## src/rtl/sram_pkg.sv

```systemverilog
// Shared types, widths and load-extension helper for the external SRAM sequencer.
package sram_pkg;

  localparam int unsigned ADDR_W  = 19;
  localparam int unsigned DATA_W  = 32;
  localparam int unsigned SRAM_AW = 18;
  localparam int unsigned SRAM_DW = 16;

  localparam logic [2:0] F3_B  = 3'b000;
  localparam logic [2:0] F3_H  = 3'b001;
  localparam logic [2:0] F3_W  = 3'b010;
  localparam logic [2:0] F3_BU = 3'b100;
  localparam logic [2:0] F3_HU = 3'b101;

  typedef enum logic [2:0] {
    S_IDLE,
    S_RD_LO,
    S_RD_HI,
    S_WR_LO,
    S_WR_HI,
    S_DONE
  } sram_state_e;

  // Builds the 32-bit load result from the one or two halfwords read back.
  function automatic logic [31:0] ld_extend(input logic [2:0]  funct3,
                                            input logic        lane_sel,
                                            input logic [15:0] data16_lo,
                                            input logic [15:0] data16_hi);
    logic [7:0]  lane;
    logic [31:0] res;
    lane = lane_sel ? data16_lo[15:8] : data16_lo[7:0];
    case (funct3)
      F3_B:    res = {{24{lane[7]}}, lane};
      F3_BU:   res = {24'h000000, lane};
      F3_H:    res = {{16{data16_lo[15]}}, data16_lo};
      F3_HU:   res = {16'h0000, data16_lo};
      F3_W:    res = {data16_hi, data16_lo};
      default: res = 32'h0000_0000;
    endcase
    return res;
  endfunction

endpackage

```

## src/rtl/sram_access_sequencer_timer.sv

```systemverilog
// Phase timer: counts down from WAIT_CYCLES so every SRAM phase lasts WAIT_CYCLES+1 cycles.
module sram_phase_timer #(
  parameter int unsigned WAIT_CYCLES = 1
) (
  input  logic i_clk,
  input  logic i_rst,
  input  logic start,
  output logic last,
  output logic we_window
);

  logic [3:0] cnt_q;

  // Load at phase start, then count down to zero and hold there.
  always_ff @(posedge i_clk) begin
    if (i_rst) begin
      cnt_q <= 4'd0;
    end else if (start) begin
      cnt_q <= 4'(WAIT_CYCLES);
    end else if (cnt_q != 4'd0) begin
      cnt_q <= cnt_q - 4'd1;
    end
  end

  // last: current cycle is the final one of the phase.
  // we_window: the following cycle is still inside the WE-low part of the phase.
  assign last      = (cnt_q == 4'd0);
  assign we_window = (cnt_q >= 4'd2);

endmodule

```

## src/rtl/sram_access_sequencer.sv

```systemverilog
// Splits one LSU load/store into one or two timed 16-bit asynchronous SRAM phases.
module sram_access_sequencer
  import sram_pkg::*;
#(
  parameter int unsigned WAIT_CYCLES = 1
) (
  input  logic               i_clk,
  input  logic               i_rst,
  input  logic [ADDR_W-1:0]  i_lsu_addr,
  input  logic [DATA_W-1:0]  i_st_data,
  input  logic               i_lsu_wren,
  input  logic               i_lsu_rden,
  input  logic [2:0]         i_control,
  output logic               o_ready,
  output logic               o_ack,
  output logic               o_err,
  output logic [DATA_W-1:0]  o_ld_data,
  output logic [SRAM_AW-1:0] SRAM_ADDR,
  output logic               SRAM_CE_N,
  output logic               SRAM_WE_N,
  output logic               SRAM_OE_N,
  output logic               SRAM_LB_N,
  output logic               SRAM_UB_N,
  output logic [SRAM_DW-1:0] o_sram_dq,
  output logic               o_sram_dq_oe,
  input  logic [SRAM_DW-1:0] i_sram_dq
);

  // Without a hold cycle WE would rise together with the data change.
  if (WAIT_CYCLES == 0 || WAIT_CYCLES > 15) begin : g_bad_wait_cycles
    $error("sram_access_sequencer: WAIT_CYCLES must be within 1..15");
  end

  sram_state_e state_q, state_d;

  logic [ADDR_W-1:0]  addr_q;
  logic [DATA_W-1:0]  data_q;
  logic [2:0]         f3_q;
  logic [SRAM_DW-1:0] lo_q;
  logic               err_pend_q;

  logic               accept, req_bad;
  logic [ADDR_W-1:0]  req_addr;
  logic [DATA_W-1:0]  req_data;
  logic [2:0]         req_f3;
  logic               in_phase_d, rd_phase_d, wr_phase_d, hi_phase, phase_start;
  logic               phase_last, we_window;

  logic               ready_d, ack_d, err_d;
  logic [DATA_W-1:0]  ld_data_d;
  logic [SRAM_AW-1:0] sram_addr_d;
  logic               ce_n_d, we_n_d, oe_n_d, lb_n_d, ub_n_d, dq_oe_d;
  logic [SRAM_DW-1:0] dq_d;

  // An erroring request holds IDLE one extra cycle with ready low before DONE.
  assign accept = (state_q == S_IDLE) && !err_pend_q && (i_lsu_wren || i_lsu_rden);

  // During the accept cycle the phase about to start is described by the live inputs.
  assign req_addr = accept ? i_lsu_addr : addr_q;
  assign req_data = accept ? i_st_data  : data_q;
  assign req_f3   = accept ? i_control  : f3_q;

  // Illegal funct3, misalignment, or unsigned store.
  always_comb begin
    req_bad = 1'b0;
    case (i_control)
      F3_B:    req_bad = 1'b0;
      F3_BU:   req_bad = i_lsu_wren;
      F3_H:    req_bad = i_lsu_addr[0];
      F3_HU:   req_bad = i_lsu_addr[0] || i_lsu_wren;
      F3_W:    req_bad = (i_lsu_addr[1:0] != 2'b00);
      default: req_bad = 1'b1;
    endcase
  end

  // State register.
  always_ff @(posedge i_clk) begin
    if (i_rst) begin
      state_q <= S_IDLE;
    end else begin
      state_q <= state_d;
    end
  end

  // Next-state logic; the write request wins when both enables are high.
  always_comb begin
    state_d = state_q;
    case (state_q)
      S_IDLE: begin
        if (err_pend_q) begin
          state_d = S_DONE;
        end else if (accept && !req_bad) begin
          state_d = i_lsu_wren ? S_WR_LO : S_RD_LO;
        end
      end
      S_RD_LO: if (phase_last) state_d = (f3_q == F3_W) ? S_RD_HI : S_DONE;
      S_RD_HI: if (phase_last) state_d = S_DONE;
      S_WR_LO: if (phase_last) state_d = (f3_q == F3_W) ? S_WR_HI : S_DONE;
      S_WR_HI: if (phase_last) state_d = S_DONE;
      S_DONE:  state_d = S_IDLE;
      default: state_d = S_IDLE;
    endcase
  end

  assign rd_phase_d  = (state_d == S_RD_LO) || (state_d == S_RD_HI);
  assign wr_phase_d  = (state_d == S_WR_LO) || (state_d == S_WR_HI);
  assign in_phase_d  = rd_phase_d || wr_phase_d;
  assign hi_phase    = (state_d == S_RD_HI) || (state_d == S_WR_HI);
  assign phase_start = in_phase_d && (state_d != state_q);

  sram_phase_timer #(
    .WAIT_CYCLES (WAIT_CYCLES)
  ) u_timer (
    .i_clk     (i_clk),
    .i_rst     (i_rst),
    .start     (phase_start),
    .last      (phase_last),
    .we_window (we_window)
  );

  // Output logic: next-cycle values of every registered output.
  always_comb begin
    ready_d     = (state_d == S_IDLE) && !(accept && req_bad);
    ack_d       = (state_d == S_DONE);
    err_d       = accept ? req_bad : o_err;
    ld_data_d   = o_ld_data;
    sram_addr_d = SRAM_ADDR;
    dq_d        = o_sram_dq;
    ce_n_d      = 1'b1;
    we_n_d      = 1'b1;
    oe_n_d      = 1'b1;
    lb_n_d      = 1'b1;
    ub_n_d      = 1'b1;
    dq_oe_d     = 1'b0;

    if (in_phase_d) begin
      ce_n_d = 1'b0;
      if (req_f3 == F3_W) begin
        sram_addr_d = {req_addr[ADDR_W-1:2], hi_phase};
      end else begin
        sram_addr_d = req_addr[ADDR_W-1:1];
      end
      if (req_f3 == F3_B || req_f3 == F3_BU) begin
        lb_n_d = req_addr[0];
        ub_n_d = !req_addr[0];
      end else begin
        lb_n_d = 1'b0;
        ub_n_d = 1'b0;
      end
    end

    if (rd_phase_d) begin
      oe_n_d = 1'b0;
    end

    if (wr_phase_d) begin
      dq_oe_d = 1'b1;
      we_n_d  = !(phase_start || we_window);
      if (req_f3 == F3_W) begin
        dq_d = hi_phase ? req_data[31:16] : req_data[15:0];
      end else if (req_f3 == F3_B) begin
        dq_d = {req_data[7:0], req_data[7:0]};
      end else begin
        dq_d = req_data[15:0];
      end
    end

    if (state_q == S_RD_LO && phase_last && f3_q != F3_W) begin
      ld_data_d = ld_extend(f3_q, addr_q[0], i_sram_dq, 16'h0000);
    end else if (state_q == S_RD_HI && phase_last) begin
      ld_data_d = ld_extend(f3_q, addr_q[0], lo_q, i_sram_dq);
    end
  end

  // Request capture and low-half read buffer.
  always_ff @(posedge i_clk) begin
    if (i_rst) begin
      addr_q     <= '0;
      data_q     <= '0;
      f3_q       <= 3'b000;
      lo_q       <= '0;
      err_pend_q <= 1'b0;
    end else begin
      err_pend_q <= accept && req_bad;
      if (accept) begin
        addr_q <= i_lsu_addr;
        data_q <= i_st_data;
        f3_q   <= i_control;
      end
      if (state_q == S_RD_LO && phase_last) begin
        lo_q <= i_sram_dq;
      end
    end
  end

  // Output registers so all SRAM pins change only on the clock edge.
  always_ff @(posedge i_clk) begin
    if (i_rst) begin
      o_ready      <= 1'b1;
      o_ack        <= 1'b0;
      o_err        <= 1'b0;
      o_ld_data    <= '0;
      SRAM_ADDR    <= '0;
      SRAM_CE_N    <= 1'b1;
      SRAM_WE_N    <= 1'b1;
      SRAM_OE_N    <= 1'b1;
      SRAM_LB_N    <= 1'b1;
      SRAM_UB_N    <= 1'b1;
      o_sram_dq    <= '0;
      o_sram_dq_oe <= 1'b0;
    end else begin
      o_ready      <= ready_d;
      o_ack        <= ack_d;
      o_err        <= err_d;
      o_ld_data    <= ld_data_d;
      SRAM_ADDR    <= sram_addr_d;
      SRAM_CE_N    <= ce_n_d;
      SRAM_WE_N    <= we_n_d;
      SRAM_OE_N    <= oe_n_d;
      SRAM_LB_N    <= lb_n_d;
      SRAM_UB_N    <= ub_n_d;
      o_sram_dq    <= dq_d;
      o_sram_dq_oe <= dq_oe_d;
    end
  end

endmodule

```

## config.mk

```make
export PLATFORM = sky130hd
export DESIGN_NAME = sram_access_sequencer
export DESIGN_NICKNAME = d
export VERILOG_FILES = /design/src/rtl/sram_pkg.sv /design/src/rtl/sram_access_sequencer_timer.sv /design/src/rtl/sram_access_sequencer.sv
export SDC_FILE = /design/constraint.sdc
export NUM_CORES = 1
export LEC_CHECK = 0
export ABC_CLOCK_PERIOD_IN_PS = 7600
export CORE_MARGIN = 4
export CORE_UTILIZATION = 55
export CTS_CLUSTER_DIAMETER = 80
export DETAILED_ROUTE_END_ITERATION = 8
export PLACE_DENSITY = 0.92
export SLEW_MARGIN = 20
export SYNTH_ARGS = -nofsm -noshare
export SYNTH_HDL_FRONTEND = slang
export SYNTH_SLANG_ARGS = --single-unit
```

## constraint.sdc

```tcl
create_clock -name i_clk -period 7.6 [get_ports i_clk]
set_input_delay 1.14 -clock i_clk [delete_from_list [all_inputs] [get_ports i_clk]]
set_output_delay 1.14 -clock i_clk [all_outputs]
set_load 0.05 [all_outputs]
```

### After elaboration in Yosys (flattened, before gate mapping)

Index checks and enable logic that the tools add are counted.

* logic and storage cells: 112
* output and inout bits: 75
* flip-flop bits (word level): 153
* input bits: 74

* reduce and logical (&&, ||, !) cells: 37
* $add $sub $neg: 1
* order comparisons: 1
* eq/ne operators: 21
* multiplexer cells: 30
* bitwise operators: 2

Operators with widths (count)
* one-hot mux 32 bit (5 select lines): 1
* one-hot mux 32 bit (4 select lines): 1
* 2-to-1 mux 32 bit: 3
* 2-to-1 mux 16 bit: 3
* equality test 3 bit (second input constant): 8
* equality test 3 x 2 -> 1 bit (second input constant): 7
* 2-to-1 mux 3 bit: 7
* 2-to-1 mux 19 bit: 1
* 2-to-1 mux 8 bit: 2
* zero test 3 bit: 5
* equality test 3 x 1 -> 1 bit (second input constant): 4
* one-hot mux 3 bit (4 select lines): 1
* OR reduction 2 bit: 5
* logical AND 1 bit: 9
* 2-to-1 mux 1 bit: 9
* logical OR 1 bit: 8
* nonzero test 2 bit: 3
* zero test 1 bit: 5
* one-hot mux 1 bit (5 select lines): 1
* >= comparator 4 x 2 -> 1 bit (second input constant): 1
* zero test 4 bit: 1
* nonzero test 4 bit: 1
* subtractor 4 x 1 -> 4 bit (second input constant): 1
* != test 3 x 2 -> 1 bit (second input constant): 1
* 3 further kinds: 4

### Logic depth before layout (Yosys ltp)

* depth in word-level cells: 13
* depth in mapped cells: 13
* depth with buffers taken out: 9

### Modules after synthesis

Synthesis repeated with hierarchy kept, for this count alone.

* cells, all modules: 874
* area total of the unflattened synthesis: 7287.0 sq um

By module, submodules not included
* sram_access_sequencer: instances 1, area an instance 7063.0 sq um, cells each 852, sequential area each 2982.9 sq um
* sram_phase_timer: instances 1, area an instance 224.0 sq um, cells each 22, sequential area each 80.1 sq um

### Worst setup path before layout

Ideal clock, no wire load.

* kind: in2reg
* start point: in i_lsu_rden
* end point: reg o_sram_dq[10]
* cell stages on the path: 7
* buffers on the path: 1
* data required time: 7509 ps
* arrival time: 2947 ps
* library setup time: 91 ps
* path slack: 4562 ps
* cell sequence: or2_2 -> and2_1 -> buf_2 -> mux2i_1 -> mux2i_1 -> nand2_1 -> a311oi_1

* word-level cells in the longest chain between the ends: 10
* elaborated cells on any way between the ends: 18
* classes of those cells: 4 x eq/ne; 8 x mux; 6 x reduce/logical

RTL lines
* from (decl): line sram_access_sequencer.sv:12 `input logic i_lsu_rden,`
* logical OR 1 bit (*): line sram_access_sequencer.sv:56 `assign accept = (state_q == S_IDLE) && !err_pend_q && (i_lsu_wren || i_lsu_rden);`
* logical AND 1 bit (*): line sram_access_sequencer.sv:56
* logical AND 1 bit: line sram_access_sequencer.sv:92 `end else if (accept && !req_bad) begin`
* 2-to-1 mux 3 bit: line sram_access_sequencer.sv:92
* 2-to-1 mux 3 bit: line sram_access_sequencer.sv:90 `if (err_pend_q) begin`
* one-hot mux 3 bit (4 select lines): line sram_access_sequencer.sv:88 `case (state_q)`
* equality test 3 x 2 -> 1 bit or equality test 3 bit (tied branches): line sram_access_sequencer.sv:108, sram_access_sequencer.sv:106
* logical OR 1 bit: line sram_access_sequencer.sv:108 `assign hi_phase = (state_d == S_RD_HI) || (state_d == S_WR_HI);`
* 2-to-1 mux 16 bit: line sram_access_sequencer.sv:160 `dq_d = hi_phase ? req_data[31:16] : req_data[15:0];`
* 2-to-1 mux 16 bit: line sram_access_sequencer.sv:159 `if (req_f3 == F3_W) begin`
* to (signal assigned): line sram_access_sequencer.sv:222 `o_sram_dq <= dq_d;`
* to (decl): line sram_access_sequencer.sv:24 `output logic [SRAM_DW-1:0] o_sram_dq,`

Mark *: on every way between the ends. The rest lies on a longest branch, timed or not.
A chain may end at the register's enable or synchronous reset.

### Worst setup path after layout

* start point: in i_lsu_wren
* end point: reg o_sram_dq[13]

* word-level cells in the longest chain between the ends: 11
* elaborated cells on any way between the ends: 22
* classes of those cells: 4 x eq/ne; 10 x mux; 8 x reduce/logical

RTL lines
* from (decl): line sram_access_sequencer.sv:11 `input logic i_lsu_wren,`
* logical OR 1 bit: line sram_access_sequencer.sv:70 `F3_HU: req_bad = i_lsu_addr[0] || i_lsu_wren;`
* one-hot mux 1 bit (5 select lines): line sram_access_sequencer.sv:66 `case (i_control)`
* zero test 1 bit: line sram_access_sequencer.sv:92
* logical AND 1 bit: line sram_access_sequencer.sv:92
* 2-to-1 mux 3 bit: line sram_access_sequencer.sv:92
* 2-to-1 mux 3 bit: line sram_access_sequencer.sv:90
* one-hot mux 3 bit (4 select lines): line sram_access_sequencer.sv:88
* equality test 3 x 2 -> 1 bit or equality test 3 bit (tied branches): line sram_access_sequencer.sv:108, sram_access_sequencer.sv:106
* logical OR 1 bit: line sram_access_sequencer.sv:108
* 2-to-1 mux 16 bit: line sram_access_sequencer.sv:160
* 2-to-1 mux 16 bit: line sram_access_sequencer.sv:159

Parallel ways exist; a longest one is shown, timed or not.

==> flow_summary_export.csv <==
group,metric,value,unit
sta,worst_pin_slew,1.10,ns
power_and_ir_drop,power.density,444,mW/mm²
synthesis,yosysSeqAreaShare,0.452,
placement,io_buffers,148,
worst_setup_path,critPathSlowestCell,"mux2i_1",
synthesis,synth.area.top_cells,"dfxtp_1, nand2_1, mux2i_1, mux2_2, a21oi_1",
clock_tree,cts_max_level,4,
worst_setup_path,path_class,"in -> reg",
synthesis,syn_area,0.00678,mm²
clock_tree,clock-sinks,153,
detailed_routing,dr_wl_met2,9.03,mm
detailed_routing,top_layer_used,"met4",
worst_hold_path,worstHoldPathType,"reg -> reg",
finish,final_cell_mix,"dfxtp_1, clkdlybuf4s50_1, nand2_1, nor2_1, a21oi_1",
detailed_routing,num_vias,6249,
power_and_ir_drop,power_frac_seq,0.297,
worst_setup_path,crit_chain,"clkdlybuf4s50_1 > or2_2 > and2_1 > buf_4 > mux2i_1 > mux2i_1 > nand2_1 > a311oi_1",
finish,final_common_cell,"dfxtp_1",
finish,layout.cells.non_filler,1073,
global_routing,grt_pass1_wl,30.0,mm
placement,place_inst,1042,
detailed_routing,drc,0,
synthesis,synth.ff_latch_count,153,
finish,antenna_cells,0,
synthesis,syn_area_per_cell,8.75,µm²
synthesis,yosys_warnings,0,
worst_hold_path,whs_endpoint,"data_q[31]$_SDFF_PP0_",
clock_tree,clk_latency,0.43,ns
power_and_ir_drop,p_switching,1.69,mW
global_routing,grt-ovfl-total,0,
clock_tree,cts_setup_buffers,0,
sta,max_slew_margin,0.243,
worst_setup_path,worst-path-max-fanout,46,
die,die_w,119,µm
clock_tree,numCtsBuffers,17,
worst_setup_path,reg2regPathDepth,7,
die,dieHeight,119,µm
sta,final_hold_viol_count,0,
synthesis,syn_nets,851,
sta,post-route-period-util,0.494,
flow_run,cap_violations,0,
worst_setup_path,endpoint_kind,"flip-flop",
detailed_routing,wl_met1,7.74,mm
finish,postLayoutCoreUtil,0.735,
detailed_routing,drtPass1Iterations,5,
die,coreArea,0.0121,mm²
worst_setup_path,worst_ep_arrival_time,4.07,ns
clock_tree,cts_resized,0,
detailed_routing,dr.first_iter.drc_count,571,
global_routing,grt_pass1_vias,6146,
detailed_routing,wl_met3,1.44,mm
sta,max_freq,266,MHz
clock_tree,clk_pin_slew,0.06,ns
worst_hold_path,hold_start,"data_q[31]$_SDFF_PP0_",
finish,multiInputGateArea,0.00346,mm²
worst_setup_path,crit_family,"multiplexers",
sta,fin_crit,3.76,ns
clock_tree,cts-hold-fix-buffers,0,
sta,fin_skew,0.00816,ns
clock_tree,clk_path_buf_depth,2,
clock_tree,clock-root-buffer,"clkbuf_16",
power_and_ir_drop,swShare,0.428,
power_and_ir_drop,p_leak,3.33,nW
detailed_routing,drt_wl_total,18.6,mm
global_routing,antenna_found_initial,0,
finish,syn_to_final_growth,30.8,%
global_routing,grt_max_degree,110,
die,pin_count,149,
synthesis,synth_edf_count,0,
die,initial_core_util,0.562,
sta,fin_setup_tns,0,ns
die,fp-row-count,40,
power_and_ir_drop,ir_drop,257,µV
global_routing,grtUsageTotal,0.260,
placement,dpl.hpwl,12.5,mm
worst_setup_path,startpoint_type,"primary input",
power_and_ir_drop,p_int,2.25,mW
worst_setup_path,r2r-start,"state_q[1]$_SDFF_PP0_",
finish,finalNetCount,969,
detailed_routing,vias_per_cell,5.82,
detailed_routing,drtAntennaViolNets,0,
sta,rsz0062_at_grt,"no",
die,die_area,0.0142,mm²
synthesis,yosys.area.top_type,"dfxtp_1",
synthesis,async_flop_share,0,
clock_tree,cts_tree,"done",
finish,final_layout_size_suffix_gt1_frac,0.0950,
finish,fill_cells,833,
synthesis,synth.top_cell.area_share,0.452,
worst_hold_path,hold_depth,2,
worst_setup_path,max_stage_delay,0.96,ns
worst_setup_path,crit_top_cell,"mux2i_1",
worst_setup_path,cp.buffers_inverters,2,
worst_setup_path,reg2reg_to,"o_sram_dq[13]$_SDFFE_PP0N_",
power_and_ir_drop,clockPowerShare,0.211,
power_and_ir_drop,combPwrFrac,0.492,
finish,seq_area,0.00306,mm²
detailed_routing,wl_per_cell,17.4,µm
run_status,status,"completed",
worst_setup_path,reg2reg_slack,3.99,ns
synthesis,synth.distinct_cells,60,
synthesis,syn_inst,775,
worst_setup_path,critPathRequiredTime,7.91,ns
placement,routabilityCongestion,0.907,
synthesis,ys.flop_type,"dfxtp_1",
sta,slew_violations,0,
sta,setup_viol,0,
final cells by class:
cell class,count,area share
multi-input combinational,560,0.390
sequential,153,0.345
timing repair buffer,157,0.174
clock buffer,22,0.0501
tap,168,0.0237
clock inverter,9,0.0141
inverter,4,0.00169
routing by layer:
| layer | GRT usage | vias to the layer above |
|---|---|---|
| met1 | 0.321 | 2960 |
| met3 | 0.0802 | 37 |
| met4 | 0.0934 | 0 |
| met2 | 0.429 | 288 |
| met5 | 0 | - |
| li1 | - | 2964 |
tightest hold or removal path: cells and delay by family, from the launching register on:
family	cells	cell delay, ns
AOI/OAI and AO/OA	1	0.05
DFF	1	0.31
and+or+nand+nor	1	0.05
sequential cells by signal, indices dropped and copies added (netlist names), 3 cells and up:
signal and cells:
data_q 32, o_ld_data 32, addr_q 19, SRAM_ADDR 18
lo_q 16, o_sram_dq 16, u_timer.cnt_q 4, f3_q 3
state_q 3
cell usage after synthesis (13+ instances only):
cell type  instances
mux2i_1           43
a21oi_1           66
clkbuf_1          42
nor2b_1           24
o21ai_0           13
and3_1            17
mux2_2            34
nand2_1          132
a31oi_1           17
nor2_1            74
a211oi_1          17
dfxtp_1          153
power groups by stage:
stage | sequential, mW | clock [mW] | combinational (mW)
after global routing | 1.20 | 0.871 | 2.08
after CTS | 1.17 | 0.838 | 1.91
final | 1.17 | 0.831 | 1.93
after floorplan | 1.51 | 0 | 1.10
after detailed placement | 1.18 | 0 | 1.89
after global placement | 1.17 | 0 | 1.86
stage by stage:
step	total power, mW	hold WS (ns)	setup slack (ns)	area [µm²]
after global placement	3.03	0.442	3.60	8290
after global routing	4.15	0.482	3.61	8870
after detailed placement	3.07	0.447	3.51	8290
after CTS	3.92	0.459	3.91	8860
final	3.94	0.461	3.84	8870
after floorplan	2.61	0.434	4.56	6780
worst max path at each step:
| stage | start | to | slack, ns | cells after the start |
|---|---|---|---|---|
| finish | i_lsu_wren | o_sram_dq[13]$_SDFFE_PP0N_ | 3.84 | 8 |
| global route | i_control[0] | SRAM_WE_N$_SDFF_PP1_ | 3.61 | 8 |
| CTS | i_lsu_wren | o_sram_dq[13]$_SDFFE_PP0N_ | 3.91 | 8 |
| detailed placement | i_lsu_wren | o_sram_dq[13]$_SDFFE_PP0N_ | 3.51 | 8 |
| global placement | i_lsu_wren | o_sram_dq[13]$_SDFFE_PP0N_ | 3.60 | 8 |
| floorplan | i_lsu_rden | o_sram_dq[10]$_SDFFE_PP0N_ | 4.56 | 7 |
logic make-up after synthesis:
family / share of synthesized area
xor gates and xnor gates: 0.00258
AOI/OAI and AO/OA: 0.174
DFF: 0.452
and+or+nand+nor: 0.201
adders and majority gates: 0.00369
buffers and inverters: 0.0404
muxes: 0.127
(Power assumes the default switching activity.)
